--- config.mk ---
export PLATFORM = sky130hd
export DESIGN_NAME = circuit_2_sched
export DESIGN_NICKNAME = d
export VERILOG_FILES = /design/src/rtl/circuit_2_sched.sv
export SDC_FILE = /design/constraint.sdc
export NUM_CORES = 1
export LEC_CHECK = 0
export ABC_AREA = 0
export CAP_MARGIN = 15
export CORE_UTILIZATION = 40
export DETAILED_ROUTE_END_ITERATION = 12
export PLACE_DENSITY = 0.71
export SLEW_MARGIN = 5
export SYNTH_ARGS = -nofsm -noshare
export SYNTH_HDL_FRONTEND = slang
export SYNTH_SLANG_ARGS = --single-unit
--- constraint.sdc ---
create_clock -name Clk -period 4 [get_ports Clk]
set_clock_uncertainty 0.1 [all_clocks]
set_input_delay 0.8 -clock Clk [delete_from_list [all_inputs] [get_ports Clk]]
set_output_delay 0.8 -clock Clk [all_outputs]
set_load 0.005 [all_outputs]
--- src/rtl/circuit_2_sched.sv ---
// circuit_2_sched: multicycle evaluation of the circuit_2 dataflow.
// One shared add/sub unit and one comparator are time-multiplexed over
// six states. Operands a/b/c are captured when a start request is accepted;
// x/z are registered when the DONE state is entered.
// Optional feature macro: SCHED_OVF_EN (sticky carry/borrow flag on ovf).
module circuit_2_sched #(
    parameter int DATAWIDTH = 32
) (
    input  logic                 Clk,
    input  logic                 Rst,
    input  logic                 start,
    input  logic [DATAWIDTH-1:0] a,
    input  logic [DATAWIDTH-1:0] b,
    input  logic [DATAWIDTH-1:0] c,
    output logic                 busy,
    output logic                 done,
    output logic [DATAWIDTH-1:0] x,
    output logic [DATAWIDTH-1:0] z,
    output logic                 ovf
);

    typedef enum logic [2:0] {
        S_IDLE    = 3'd0,
        S_ADD_AB  = 3'd1,
        S_ADD_AC  = 3'd2,
        S_SUB_AB  = 3'd3,
        S_CMP_SEL = 3'd4,
        S_SHIFT   = 3'd5,
        S_DONE    = 3'd6
    } state_t;

    state_t               state_q, state_d;
    logic [DATAWIDTH-1:0] ra_q, ra_d, rb_q, rb_d, rc_q, rc_d;
    logic [DATAWIDTH-1:0] d_q, d_d, e_q, e_d, f_q, f_d;
    logic [DATAWIDTH-1:0] g_q, g_d, h_q, h_d;
    logic                 dlte_q, dlte_d, deq_q, deq_d;
    logic [DATAWIDTH-1:0] x_q, x_d, z_q, z_d;
    logic                 busy_q, busy_d, done_q, done_d;

    // Shared arithmetic unit operand select and carry-in
    logic [DATAWIDTH-1:0] op_b_s;
    logic                 cin_s;
    logic [DATAWIDTH-1:0] sum_s;

    // Comparator results (always looking at d and e)
    logic                 cmp_lt_s;
    logic                 cmp_eq_s;

`ifdef SCHED_OVF_EN
    logic                 ovf_q, ovf_d;
    logic [DATAWIDTH:0]   sum_ext_s;
    logic                 carry_s;
`endif

    // Second operand of the shared unit is chosen purely by the state
    always_comb begin
        op_b_s = rb_q;
        cin_s  = 1'b0;
        case (state_q)
            S_ADD_AB: begin
                op_b_s = rb_q;
                cin_s  = 1'b0;
            end
            S_ADD_AC: begin
                op_b_s = rc_q;
                cin_s  = 1'b0;
            end
            S_SUB_AB: begin
                op_b_s = ~rb_q;
                cin_s  = 1'b1;
            end
            default: begin
                op_b_s = rb_q;
                cin_s  = 1'b0;
            end
        endcase
    end

`ifdef SCHED_OVF_EN
    // Extended-width adder so the carry out of the MSB is observable
    always_comb begin
        sum_ext_s = {1'b0, ra_q} + {1'b0, op_b_s} + {{DATAWIDTH{1'b0}}, cin_s};
        sum_s     = sum_ext_s[DATAWIDTH-1:0];
        carry_s   = sum_ext_s[DATAWIDTH];
    end
`else
    // Plain modulo adder; carry is never needed without the overflow flag
    always_comb begin
        sum_s = ra_q + op_b_s + {{(DATAWIDTH-1){1'b0}}, cin_s};
    end
`endif

    // Single unsigned comparator on the two sums
    always_comb begin
        cmp_lt_s = (d_q < e_q);
        cmp_eq_s = (d_q == e_q);
    end

    // Next-state and datapath register update selection
    always_comb begin
        state_d = state_q;
        ra_d    = ra_q;
        rb_d    = rb_q;
        rc_d    = rc_q;
        d_d     = d_q;
        e_d     = e_q;
        f_d     = f_q;
        g_d     = g_q;
        h_d     = h_q;
        dlte_d  = dlte_q;
        deq_d   = deq_q;
        x_d     = x_q;
        z_d     = z_q;
`ifdef SCHED_OVF_EN
        ovf_d   = ovf_q;
`endif
        case (state_q)
            S_IDLE, S_DONE: begin
                // Start is only honoured here; DONE->ADD_AB gives back-to-back ops
                if (start) begin
                    state_d = S_ADD_AB;
                    ra_d    = a;
                    rb_d    = b;
                    rc_d    = c;
`ifdef SCHED_OVF_EN
                    ovf_d   = 1'b0;
`endif
                end else begin
                    state_d = S_IDLE;
                end
            end
            S_ADD_AB: begin
                d_d     = sum_s;
`ifdef SCHED_OVF_EN
                ovf_d   = ovf_q | carry_s;
`endif
                state_d = S_ADD_AC;
            end
            S_ADD_AC: begin
                e_d     = sum_s;
`ifdef SCHED_OVF_EN
                ovf_d   = ovf_q | carry_s;
`endif
                state_d = S_SUB_AB;
            end
            S_SUB_AB: begin
                f_d     = sum_s;
`ifdef SCHED_OVF_EN
                // ra + ~rb + 1 carries out exactly when no borrow occurs
                ovf_d   = ovf_q | ~carry_s;
`endif
                state_d = S_CMP_SEL;
            end
            S_CMP_SEL: begin
                dlte_d  = cmp_lt_s;
                deq_d   = cmp_eq_s;
                g_d     = cmp_lt_s ? e_q : d_q;
                h_d     = cmp_eq_s ? f_q : (cmp_lt_s ? e_q : d_q);
                state_d = S_SHIFT;
            end
            S_SHIFT: begin
                x_d     = g_q << dlte_q;
                z_d     = h_q >> deq_q;
                state_d = S_DONE;
            end
            default: begin
                state_d = S_IDLE;
            end
        endcase

        busy_d = (state_d == S_ADD_AB) || (state_d == S_ADD_AC) ||
                 (state_d == S_SUB_AB) || (state_d == S_CMP_SEL) ||
                 (state_d == S_SHIFT);
        done_d = (state_d == S_DONE);
    end

    // State, operand, intermediate and output registers
    always_ff @(posedge Clk or negedge Rst) begin
        if (!Rst) begin
            state_q <= S_IDLE;
            ra_q    <= {DATAWIDTH{1'b0}};
            rb_q    <= {DATAWIDTH{1'b0}};
            rc_q    <= {DATAWIDTH{1'b0}};
            d_q     <= {DATAWIDTH{1'b0}};
            e_q     <= {DATAWIDTH{1'b0}};
            f_q     <= {DATAWIDTH{1'b0}};
            g_q     <= {DATAWIDTH{1'b0}};
            h_q     <= {DATAWIDTH{1'b0}};
            dlte_q  <= 1'b0;
            deq_q   <= 1'b0;
            x_q     <= {DATAWIDTH{1'b0}};
            z_q     <= {DATAWIDTH{1'b0}};
            busy_q  <= 1'b0;
            done_q  <= 1'b0;
`ifdef SCHED_OVF_EN
            ovf_q   <= 1'b0;
`endif
        end else begin
            state_q <= state_d;
            ra_q    <= ra_d;
            rb_q    <= rb_d;
            rc_q    <= rc_d;
            d_q     <= d_d;
            e_q     <= e_d;
            f_q     <= f_d;
            g_q     <= g_d;
            h_q     <= h_d;
            dlte_q  <= dlte_d;
            deq_q   <= deq_d;
            x_q     <= x_d;
            z_q     <= z_d;
            busy_q  <= busy_d;
            done_q  <= done_d;
`ifdef SCHED_OVF_EN
            ovf_q   <= ovf_d;
`endif
        end
    end

    assign busy = busy_q;
    assign done = done_q;
    assign x    = x_q;
    assign z    = z_q;
`ifdef SCHED_OVF_EN
    assign ovf  = ovf_q;
`else
    assign ovf  = 1'b0;
`endif

endmodule
After elaboration in Yosys (flattened, before gate mapping):

Index checks and enable logic that the tools add are counted.

* flip-flop bits (word level): 327
* logic and storage cells: 47
* output and inout port bits: 67
* input port bits: 99

* shift operators: 2
* equal/unequal tests: 13
* multiplexer cells: 6
* add/subtract/negate cells: 2
* bitwise logic cells: 1
* $lt $le $gt $ge: 1
* reduce and logical (&&, ||, !) cells: 7

Operators by type and width (count)
* $mux W32: 2
* $pmux W32 S2: 1
* $add A32 B1 Y32: 1
* $add A32 B32 Y32: 1
* $eq A32 B32 Y1: 1
* $lt A32 B32 Y1: 1
* $not A32 Y32: 1
* $shl A32 B1 Y32: 1
* $shr A32 B1 Y32: 1
* $eq A3 B3 Y1 const B: 6
* $pmux W3 S6: 1
* $eq A3 B2 Y1 const B: 4
* $eq A3 B1 Y1 const B: 2
* $logic_or A1 B1 Y1: 4
* $logic_not A3 Y1: 1
* $mux W1: 2
* $reduce_and A2 Y1: 1
* $reduce_or A2 Y1: 1

Logic depth before layout (Yosys ltp):

Gate-level depths: netlist (run 1).

* word-level depth: 8
* gate-level depth with buffers: 19
* depth with buffers taken out: 16

Worst setup path before layout (run 1):

Ideal clock, no wire load.

* path kind: flip-flop to flip-flop
* from: register state_q[2]
* to: register f_q[27]
* setup time: 0.082 ns
* setup slack: 0.252 ns
* cell stages (with the launch flop): 18
* arrival time: 3.565 ns
* path buffers: 4
* data required time: 3.818 ns
* clock period less this slack: 3.748 ns
* path through: dfrtp_1 > clkbuf_1 > nor2_1 > nand2_1 > clkbuf_1 > clkbuf_1 > nor2_1 > a21oi_1 > a21oi_1 > ha_1 > buf_2 > a21oi_1 > nand2_1 > a221oi_2 > o21ai_1 > a41oi_2 > mux2_2 > o22ai_1

* longest elaborated chain between the ends: 4
* elaborated cells between the ends (all ways): 6
* those cells by class: add/sub: 2; eq/ne: 2; mux: 2

RTL lines
* from (decl): RTL line 32 `state_t state_q, state_d;`
* from (signal assigned): RTL line 199 `state_q <= state_d;`
* $eq A3 B2 Y1, on equally long branches: RTL line 59, 117
* $pmux W32 S2: RTL line 59 `case (state_q)`
* $add A32 B32 Y32: RTL line 89 `sum_s = ra_q + op_b_s + {{(DATAWIDTH-1){1'b0}}, cin_s};`
* $add A32 B1 Y32: RTL line 89
* to (signal assigned): RTL line 186 `f_q <= {DATAWIDTH{1'b0}};`
* to (decl): RTL line 34 `logic [DATAWIDTH-1:0] d_q, d_d, e_q, e_d, f_q, f_d;`

Parallel ways exist; a longest one is shown, timed or not.
A chain may end at the register's enable or synchronous reset.

Final worst setup path (run 1):

* from: register state_q[1]
* to: register d_q[28]

* longest elaborated chain between the ends: 4
* elaborated cells between the ends (all ways): 7
* those cells by class: add/sub: 2; eq/ne: 3; mux: 2

RTL lines
* $eq A3 B2 Y1: RTL line 59
* $pmux W32 S2: RTL line 59
* $add A32 B32 Y32: RTL line 89
* $add A32 B1 Y32: RTL line 89
* to (signal assigned): RTL line 184 `d_q <= {DATAWIDTH{1'b0}};`
* to (decl): RTL line 34

Parallel ways exist; a longest one is shown, timed or not.

==> results of run 1 <==
==> critical path, stage by stage (launching register included) <==
cell        delay [ns]
dfrtp_1           0.40
clkinvlp_4        0.18
nor2_2            0.17
nand2_2           0.18
buf_4             0.27
nor2_1            0.10
a21oi_1           0.05
a21oi_1           0.20
ha_1              0.35
a21oi_1           0.22
o21ai_0           0.20
a221oi_1          0.36
o21ai_0           0.22
nor2_2            0.22
mux2i_1           0.30
o21ai_0           0.12
==> worst paths after layout <==
| check | start | end | cells past startpoint |
|---|---|---|---|
| min reg2reg | deq_q | deq_q | 2 |
| max reg2reg | state_q[1] | d_q[28] | 15 |
| max in group asynchronous | Rst | state_q[2] | 2 |
| min | Rst | x[5] | 1 |
| min in group Clk | deq_q | deq_q | 2 |
| max | state_q[1] | d_q[28] | 15 |
==> registers in the layout, summed over array words and instances, names as in the netlist, 32 cells and up <==
name,cells
rc_q,32
rb_q,32
ra_q,32
e_q,32
d_q,32
h_q,32
f_q,32
x,32
z,32
g_q,32
==> power by group through the flow <==
stage | sequential [mW] | clock (mW) | combinational [mW]
after floorplan | 5.64 | 0 | 7.55
after global placement | 5.99 | 0 | 10.2
after detailed placement | 6.07 | 0 | 10.4
after CTS | 6.01 | 3.37 | 10.5
after global routing | 6.22 | 3.51 | 11.9
final | 6.01 | 3.29 | 10.6
==> synthesized netlist by cell type (4+ instances only) <==
cell type	count	area [um^2]
a211oi_1	7	52.6
a21o_1	7	52.6
a21oi_1	102	510
a31oi_1	9	56.3
and2_1	5	31.3
and4_1	4	35.0
buf_1	6	22.5
buf_2	10	50.1
clkbuf_1	76	285
dfrtp_1	327	8180
ha_1	64	801
inv_1	40	150
mux2_2	98	1100
mux2i_1	98	981
nand2_1	264	991
nand2b_1	9	56.3
nand3_1	46	230
nand4_1	8	50.1
nor2_1	113	424
nor2b_1	7	43.8
nor3_1	6	30.0
o211ai_1	11	82.6
o211ai_2	30	375
o21a_1	7	52.6
o21ai_0	161	806
o21ai_1	42	210
o22ai_1	13	81.3
or3_1	4	25.0
xnor2_1	12	105
xor2_1	13	114
==> layer usage <==
metal  routed length, um  vias to the layer above
li1                    -                     6074
met1               20100                     5938
met2               17300                      348
met3                2200                       51
met4                 633                        0
met5                   0                        -
==> kinds of logic after synthesis <==
| logic type | after synthesis | share of synthesized area |
|---|---|---|
| muxes | 196 | 0.127 |
| DFF | 327 | 0.497 |
| buffers and inverters | 138 | 0.0354 |
| adders and majority gates | 66 | 0.0510 |
| AOI/OAI and AO/OA | 416 | 0.154 |
| other | 1 | 0.000228 |
| xor gates and xnor gates | 25 | 0.0133 |
| and+or+nand+nor | 478 | 0.122 |
==> timing repair <==
action,in CTS,in global routing
endpoints found under the hold margin,0,0
resized for setup,0,10
setup endpoints to repair,0,43
setup buffers,0,4
==> area by class of cell <==
type | count | area [um^2]
clock inverter | 12 | 110
sequential | 327 | 8180
tap | 525 | 657
clock buffer | 52 | 1070
timing repair buffer | 200 | 2010
inverter | 42 | 161
multi-input combinational | 1182 | 7790
fill | 3705 | 20200
==> metrics.txt, run 1 <==
final instance area=between 0.015 and 0.02 mm^2; Worst IR Drop VDD=0.000467 V; Final Instance Count excl. Fillers=2340; Most Used Layer, Global Route=met1; Synth cell types=61; Placed Instance Area=0.0187 mm^2; Initial Util=0.410; HP Class=input port to asynchronous set/reset pin; Die Span Y=205 um; clock transition at the registers of the reported paths=0.06 ns; largest net degree at the start of global routing=about 130; final hold violation count=0; Switching Power=about 8.7 mW; row count=73; total core area=roughly 0.04 mm^2; Final period util=0.950; total congestion overflow=0; critical path fanouts, max=22; commonest non-fill, non-tap cells in the layout=dfrtp_1, nand2_1, clkdlybuf4s50_1; Detailed Route WL=40.2 mm; met1 usage=0.304; Setup crit end kind=flip-flop; Area Overhead vs Synth=21.3%; Worst setup SP type=flip-flop; Die W=205 um; WP data required=roughly 4.3 ns; met2 GRT Util=0.288; # DRC=0; total power=19.9 mW; initial antenna violation count=0; Least-Margin Pin Slew=1.06 ns; post-synthesis sequential area ratio=0.497; Power Dens Cells=998 mW/mm^2; EDFF count, synth=0; Logic pwr share=0.534; clk sink count=327; hold slack=0.232 ns; Post-Syn Area=0.0165 mm^2; CP Class=flip-flop to flip-flop; Hold Buf Count CTS=0; Max-Cap Viols=0; layout cells sized above 1=0.138; outcome=completed; nets=1954; Worst Path Arrival=4.09 ns; crit path time final=around 3.8 ns; HPWL Detailed=29.7 mm; Placed Cells=between 2000 and 2500; Switching Fraction=0.435; via count=about 12000; count of state elements after synthesis=327; worst skew pair latency=~0.53 ns; Leakage Power=8.76 nW; drt first pass iters=5; gr usage total=0.197; r2r setup slk=0.20 ns; Setup TNS=0 ns; GP Congestion=0.871; I/O pin count=166; first-pass GRT wire length=65.8 mm; leading cell type in the layout, fill and taps excluded=dfrtp_1; Seq pwr share=0.301; syn nets=around 1800; CTS H-tree depth=2; met3 usage=0.0278; Slew headroom=0.292; Placement Setup Slack=0.0364 ns; number of global-route vias before repair=12200; Warnings, synthesis=0; Mapped Cells=1647; Starting DRT DRC Count=834; detailed-route wire length per cell=around 17 um; clock share of power=0.165; Setup violations, final=0; CTS tree=built; clk root buf=clkbuf_16; CTS buffer count=36; fraction of registers with async set or reset after synthesis=1.00; Peak Freq=0.263 GHz; Main synth FF type=dfrtp_1; Clock Path Buffers=3; Pint=roughly 11 mW; Avg Cell Area, Syn=10.0 um^2; Layout Utilization=0.497; slack of the critical path=0.201 ns; die area=0.0420 mm^2; IO buf count=164; Via-to-Cell Ratio=5.30; Routed Antenna Nets=0; diodes inserted=0; Slew Limit Fails=0
Power figures use the tool's default switching activity.
==> run 2: changes to the inputs <==
Settings changed: CORE_ASPECT_RATIO set to 1.5.
==> metrics.txt, run 2 (synthesis gave the netlist of run 1 again) <==
outcome=completed; Peak Freq=0.264 GHz (+0.11%); worst skew pair latency=0.59 ns (+0.06 ns); CTS H-tree depth=1 (-1); Slew Limit Fails=0 (unchanged); clk root buf=clkbuf_16; routed wl met2=19.9 mm (+15%); Clock Path Buffers=3 (unchanged); first-pass GRT wire length=65.4 mm (-0.50%); Least-Margin Pin Slew=1.00 ns (-0.0555 ns); initial antenna violation count=0 (unchanged); CTS tree=built; Switching Fraction=0.432 (-0.00296); total congestion overflow=0 (unchanged); Initial Util=0.407 (-0.00241); nets=1958 (+0.20%); CP Class=flip-flop to flip-flop; Area Overhead vs Synth=21.0%; row count=90 (+23%); leading cell type in the layout, fill and taps excluded=dfrtp_1; Hold Buf Count CTS=0 (unchanged); Seq pwr share=0.304 (+0.003); Setup crit end kind=flip-flop; GP Congestion=0.897 (+2.9%); HP Class=input port to asynchronous set/reset pin; Final period util=0.949 (-0.00101); clock share of power=0.150 (-0.015); highest metal used=met4; Switching Power=8.59 mW (-1.0%); Power Dens Cells=997 mW/mm^2 (about the same); Max-Cap Viols=0 (unchanged); Leakage Power=8.75 nW (-0.14%); Worst setup SP type=flip-flop; slack of the critical path=0.206 ns (+0.00403 ns); Die Span Y=251 um (+22%); IO buf count=164 (unchanged); DRT met1 WL=16.9 mm (-16%); I/O pin count=166 (unchanged); WP data required=4.32 ns (+0.03 ns); # DRC=0 (unchanged); total power=19.9 mW (-0.34%); largest net degree at the start of global routing=129 (unchanged); clk sink count=327 (unchanged); HPWL Detailed=29.5 mm (-0.66%); number of global-route vias before repair=12500 (+3.0%); layout cells sized above 1=0.141 (+0.00307); drt first pass iters=5 (unchanged); via count=12300 (-0.61%); Detailed Route WL=39.5 mm (-1.6%); Worst IR Drop VDD=0.000470 V (+0.82%); detailed-route wire length per cell=17.0 um (-0.95%); Worst Path Arrival=4.12 ns (+0.03 ns); die area=0.0420 mm^2 (about the same); Die W=168 um (-18%); met3 wire length=1.44 mm (-34%); CP Launch Point=state_q[0]; crit path time final=3.79 ns (-0.00403 ns); Setup violations, final=0 (unchanged); diodes inserted=0 (unchanged); Slew headroom=0.331 (+0.0387); final instance area=0.0199 mm^2 (-0.26%); total core area=0.0404 mm^2 (+0.59%); gr usage total=0.191 (-0.00559); Starting DRT DRC Count=646 (-23%); Placed Instance Area=0.0188 mm^2 (+0.41%); clock transition at the registers of the reported paths=0.07 ns (about the same); commonest non-fill, non-tap cells in the layout=dfrtp_1, nand2_1, clkdlybuf4s50_1; Logic pwr share=0.546 (+0.012); Pint=11.3 mW (+0.18%); Placement Setup Slack=-0.0379 ns (-0.0743 ns); Routed Antenna Nets=0 (unchanged); final hold violation count=0 (unchanged); critical path fanouts, max=11 (-50%); Via-to-Cell Ratio=5.31 (about the same); CTS buffer count=31 (-14%); FF-to-FF Start=state_q[0]; fillers=3677 (-0.76%)
## run 2: worst paths after layout
path,endpoint,slack (ns),cells past startpoint
max in group asynchronous,e_q[17],2.65,2
worst max-delay path,f_q[22],0.21,14
worst max register to register,f_q[22],0.21,14
worst min register to register,z[16],0.38,2
min in group Clk,z[16],0.38,2
worst min-delay path,rb_q[4],0.1,1
## run 2: timing repair
action / CTS / global route
buffers inserted: 0 / 3
pin swaps: 0 / 3
endpoints found under the setup margin: 6 / 44
gates cloned: 0 / 0
resized for setup: 1 / 15
## run 2: area by class of cell
| type | instances | area [um^2] | area share |
|---|---|---|---|
| clock buffer | 44 | 885 | 0.0444 |
| timing repair buffer | 209 | 2100 | 0.106 |
| sequential | 327 | 8180 | 0.410 |
| inverter | 42 | 161 | 0.00810 |
| multi-input combinational | 1182 | 7820 | 0.392 |
| tap | 506 | 633 | 0.0318 |
| clock inverter | 14 | 154 | 0.00772 |
## run 2: layer usage
metal  vias to the layer above  GRT usage
met1                      5912      0.241
met3                        79     0.0212
met4                         0     0.0687
li1                       6076          -
met2                       268      0.336
met5                         -          0
## run 2: power groups by stage
stage                     logic, mW  registers [mW]  clock network [mW]
final                          10.8            6.04                2.99
after global routing           12.0            6.24                3.19
after CTS                      10.7            6.06                3.06
after detailed placement       10.6            6.10                   0
after global placement         10.4            6.04                   0
after floorplan                7.55            5.64                   0
## run 2: stage by stage
step	hold slack [ns]	utilization	setup TNS, ns	std cells
6_report	0.0990	0.493	0	2324
5_1_grt	0.152	0.493	-0.0198	2324
3_5_place_dp	0.370	0.465	-0.0753	2262
3_3_place_gp	0.361	0.465	0	2262
4_1_cts	0.117	0.490	0	2320
2_1_floorplan	0.345	-	0	1647
## run 2: worst max-delay path, cell delays in order, from the launching register on
cell      delay [ns]
dfrtp_1         0.64
nand2_2         0.26
buf_4           0.23
nor2_1          0.09
a21oi_1         0.06
a21oi_1         0.18
ha_1            0.29
and2_1          0.17
or4_1           0.50
o21ai_2         0.26
o21ai_2         0.14
a211oi_1        0.34
xor2_1          0.18
buf_4           0.14
o21ai_1         0.05
==> run 3: changes to the inputs <==
Settings changed: CORE_ASPECT_RATIO 1.5 to 0.75, CTS_CLUSTER_SIZE set to 16.
==> metrics.txt, run 3 (synthesis gave the netlist of run 1 again) <==
via count=12500 (+1.6%); Slew Limit Fails=0 (unchanged); FF-to-FF Start=state_q[1]; RSZ-0062 raised after global routing=yes; number of global-route vias before repair=12000 (-4.2%); HPWL Detailed=30.1 mm (+2.1%); CTS tree=built; Detailed Route WL=41.0 mm (+3.7%); outcome=completed; layout cells sized above 1=0.134 (-0.00711); CP Class=flip-flop to flip-flop; leading cell type in the layout, fill and taps excluded=dfrtp_1; # DRC=0 (unchanged); WP data required=4.27 ns (-0.05 ns); row count=63 (-30%); CTS H-tree depth=2 (+1); Least-Margin Pin Slew=0.782 ns (-0.222 ns); total congestion overflow=0 (unchanged); gr usage total=0.199 (+0.00843); worst skew pair latency=0.53 ns (-0.06 ns); initial antenna violation count=0 (unchanged); Slew headroom=0.477 (+0.147); clk root buf=clkbuf_16; CP Launch Point=state_q[1]; Final period util=0.953 (+0.00435); Leakage Power=8.78 nW (+0.38%); diodes inserted=0 (unchanged); Reg area=0.00818 mm^2 (unchanged); r2r setup slk=0.19 ns (-0.02 ns); DRT met1 WL=21.4 mm (+26%); nets=1949 (-0.46%); Worst Path Arrival=4.08 ns (-0.04 ns); Die W=236 um (+41%); met3 wire length=2.55 mm (+77%); first-pass GRT wire length=66.7 mm (+1.9%); Max-Cap Viols=0 (unchanged); final hold violation count=0 (unchanged); Initial Util=0.411 (+0.00390); Setup violations, final=0 (unchanged); largest net degree at the start of global routing=98 (-24%); Starting DRT DRC Count=1005 (+56%); drt first pass iters=7 (+2); Clock Path Buffers=3 (unchanged); IO buf count=164 (unchanged); critical path fanouts, max=40 (+29); Setup crit end kind=flip-flop; Area Overhead vs Synth=21.5%; CTS buffer count=35 (+13%); fillers=3530 (-4.0%); Power Dens Cells=1030 mW/mm^2 (+3.2%); Placed Instance Area=0.0187 mm^2 (-0.59%); die area=0.0420 mm^2 (about the same); Hold Buf Count CTS=0 (unchanged); Via-to-Cell Ratio=5.38 (+1.4%); Die Span Y=178 um (-29%); area of the multi-input gates=0.00779 mm^2 (-0.30%); Layout Utilization=0.500 (+0.00690); HP Class=input port to asynchronous set/reset pin; Critical Path Sink=e_q[21]; highest metal used=met4; Worst setup SP type=flip-flop; commonest non-fill, non-tap cells in the layout=dfrtp_1, nand2_1, clkdlybuf4s50_1; detailed-route wire length per cell=17.6 um (+3.4%); I/O pin count=166 (unchanged); final instance area=0.0200 mm^2 (+0.44%); routed wl met2=16.4 mm (-17%); clk sink count=327 (unchanged); total core area=0.0400 mm^2 (-0.95%); crit path time final=3.81 ns (+0.0174 ns); total power=20.6 mW (+3.6%); Worst IR Drop VDD=0.000421 V (-10%); Peak Freq=0.262 GHz (-0.46%); R2R cell count=13 (-1); Routed Antenna Nets=0 (unchanged); clock transition at the registers of the reported paths=0.06 ns (about the same); GP Congestion=0.865 (-3.6%); r2r endpoint=e_q[21]
==> run 3: what timing repair did <==
item	4_1_cts	5_1_grt
resized for setup	0	9
endpoints found under the hold margin	0	0
setup buffers	0	3
endpoints found under the setup margin	0	39
==> run 3: worst min-delay path by stage <==
stage / cells after the start / startpoint / end
CTS: 1 / Rst / g_q[9]
global placement: 2 / deq_q / deq_q
global route: 1 / Rst / f_q[5]
floorplan: 2 / f_q[0] / f_q[0]
finish: 1 / Rst / h_q[5]
detailed placement: 2 / deq_q / deq_q
==> run 3: area by class of cell <==
cell class | count | share of cell area
timing repair buffer | 196 | 0.0977
multi-input combinational | 1182 | 0.389
inverter | 42 | 0.00806
sequential | 327 | 0.409
clock inverter | 14 | 0.0130
clock buffer | 49 | 0.0509
tap | 520 | 0.0325
==> run 3: stage by stage <==
stage | setup WS, ns | hold slack (ns) | setup TNS [ns] | instances
after CTS | 0.0378 | 0.162 | 0 | 2327
after detailed placement | 0.0683 | 0.366 | 0 | 2264
after global routing | -0.0113 | 0.190 | -0.0355 | 2330
final | 0.188 | 0.154 | 0 | 2330
after global placement | 0.174 | 0.359 | 0 | 2264
after floorplan | 0.252 | 0.345 | 0 | 1647
==> run 3: worst max-delay path, stage by stage, from the launching register on <==
cell and delay [ns]:
dfrtp_1 0.41, clkinvlp_4 0.20, nor3_2 0.27, buf_12 0.25, a21oi_1 0.10, a21oi_1 0.20, ha_1 0.28, a211oi_1 0.27
o21ai_1 0.18, o211ai_2 0.30, a21oi_2 0.19, a21bo_2 0.26, xnor2_1 0.45, o21ai_0 0.19
==> run 3: report_power, final <==
part           switching (mW)  internal [mW]
sequential               1.19           4.85
combinational            6.46           4.51
clock                    1.35           2.24
total                    9.00           11.6
==> run 3: layer usage <==
| layer | vias to the layer above | global-route usage |
|---|---|---|
| met5 | - | 0 |
| met4 | 0 | 0.0433 |
| met3 | 53 | 0.0345 |
| met2 | 419 | 0.277 |
| met1 | 6007 | 0.318 |
| li1 | 6055 | - |
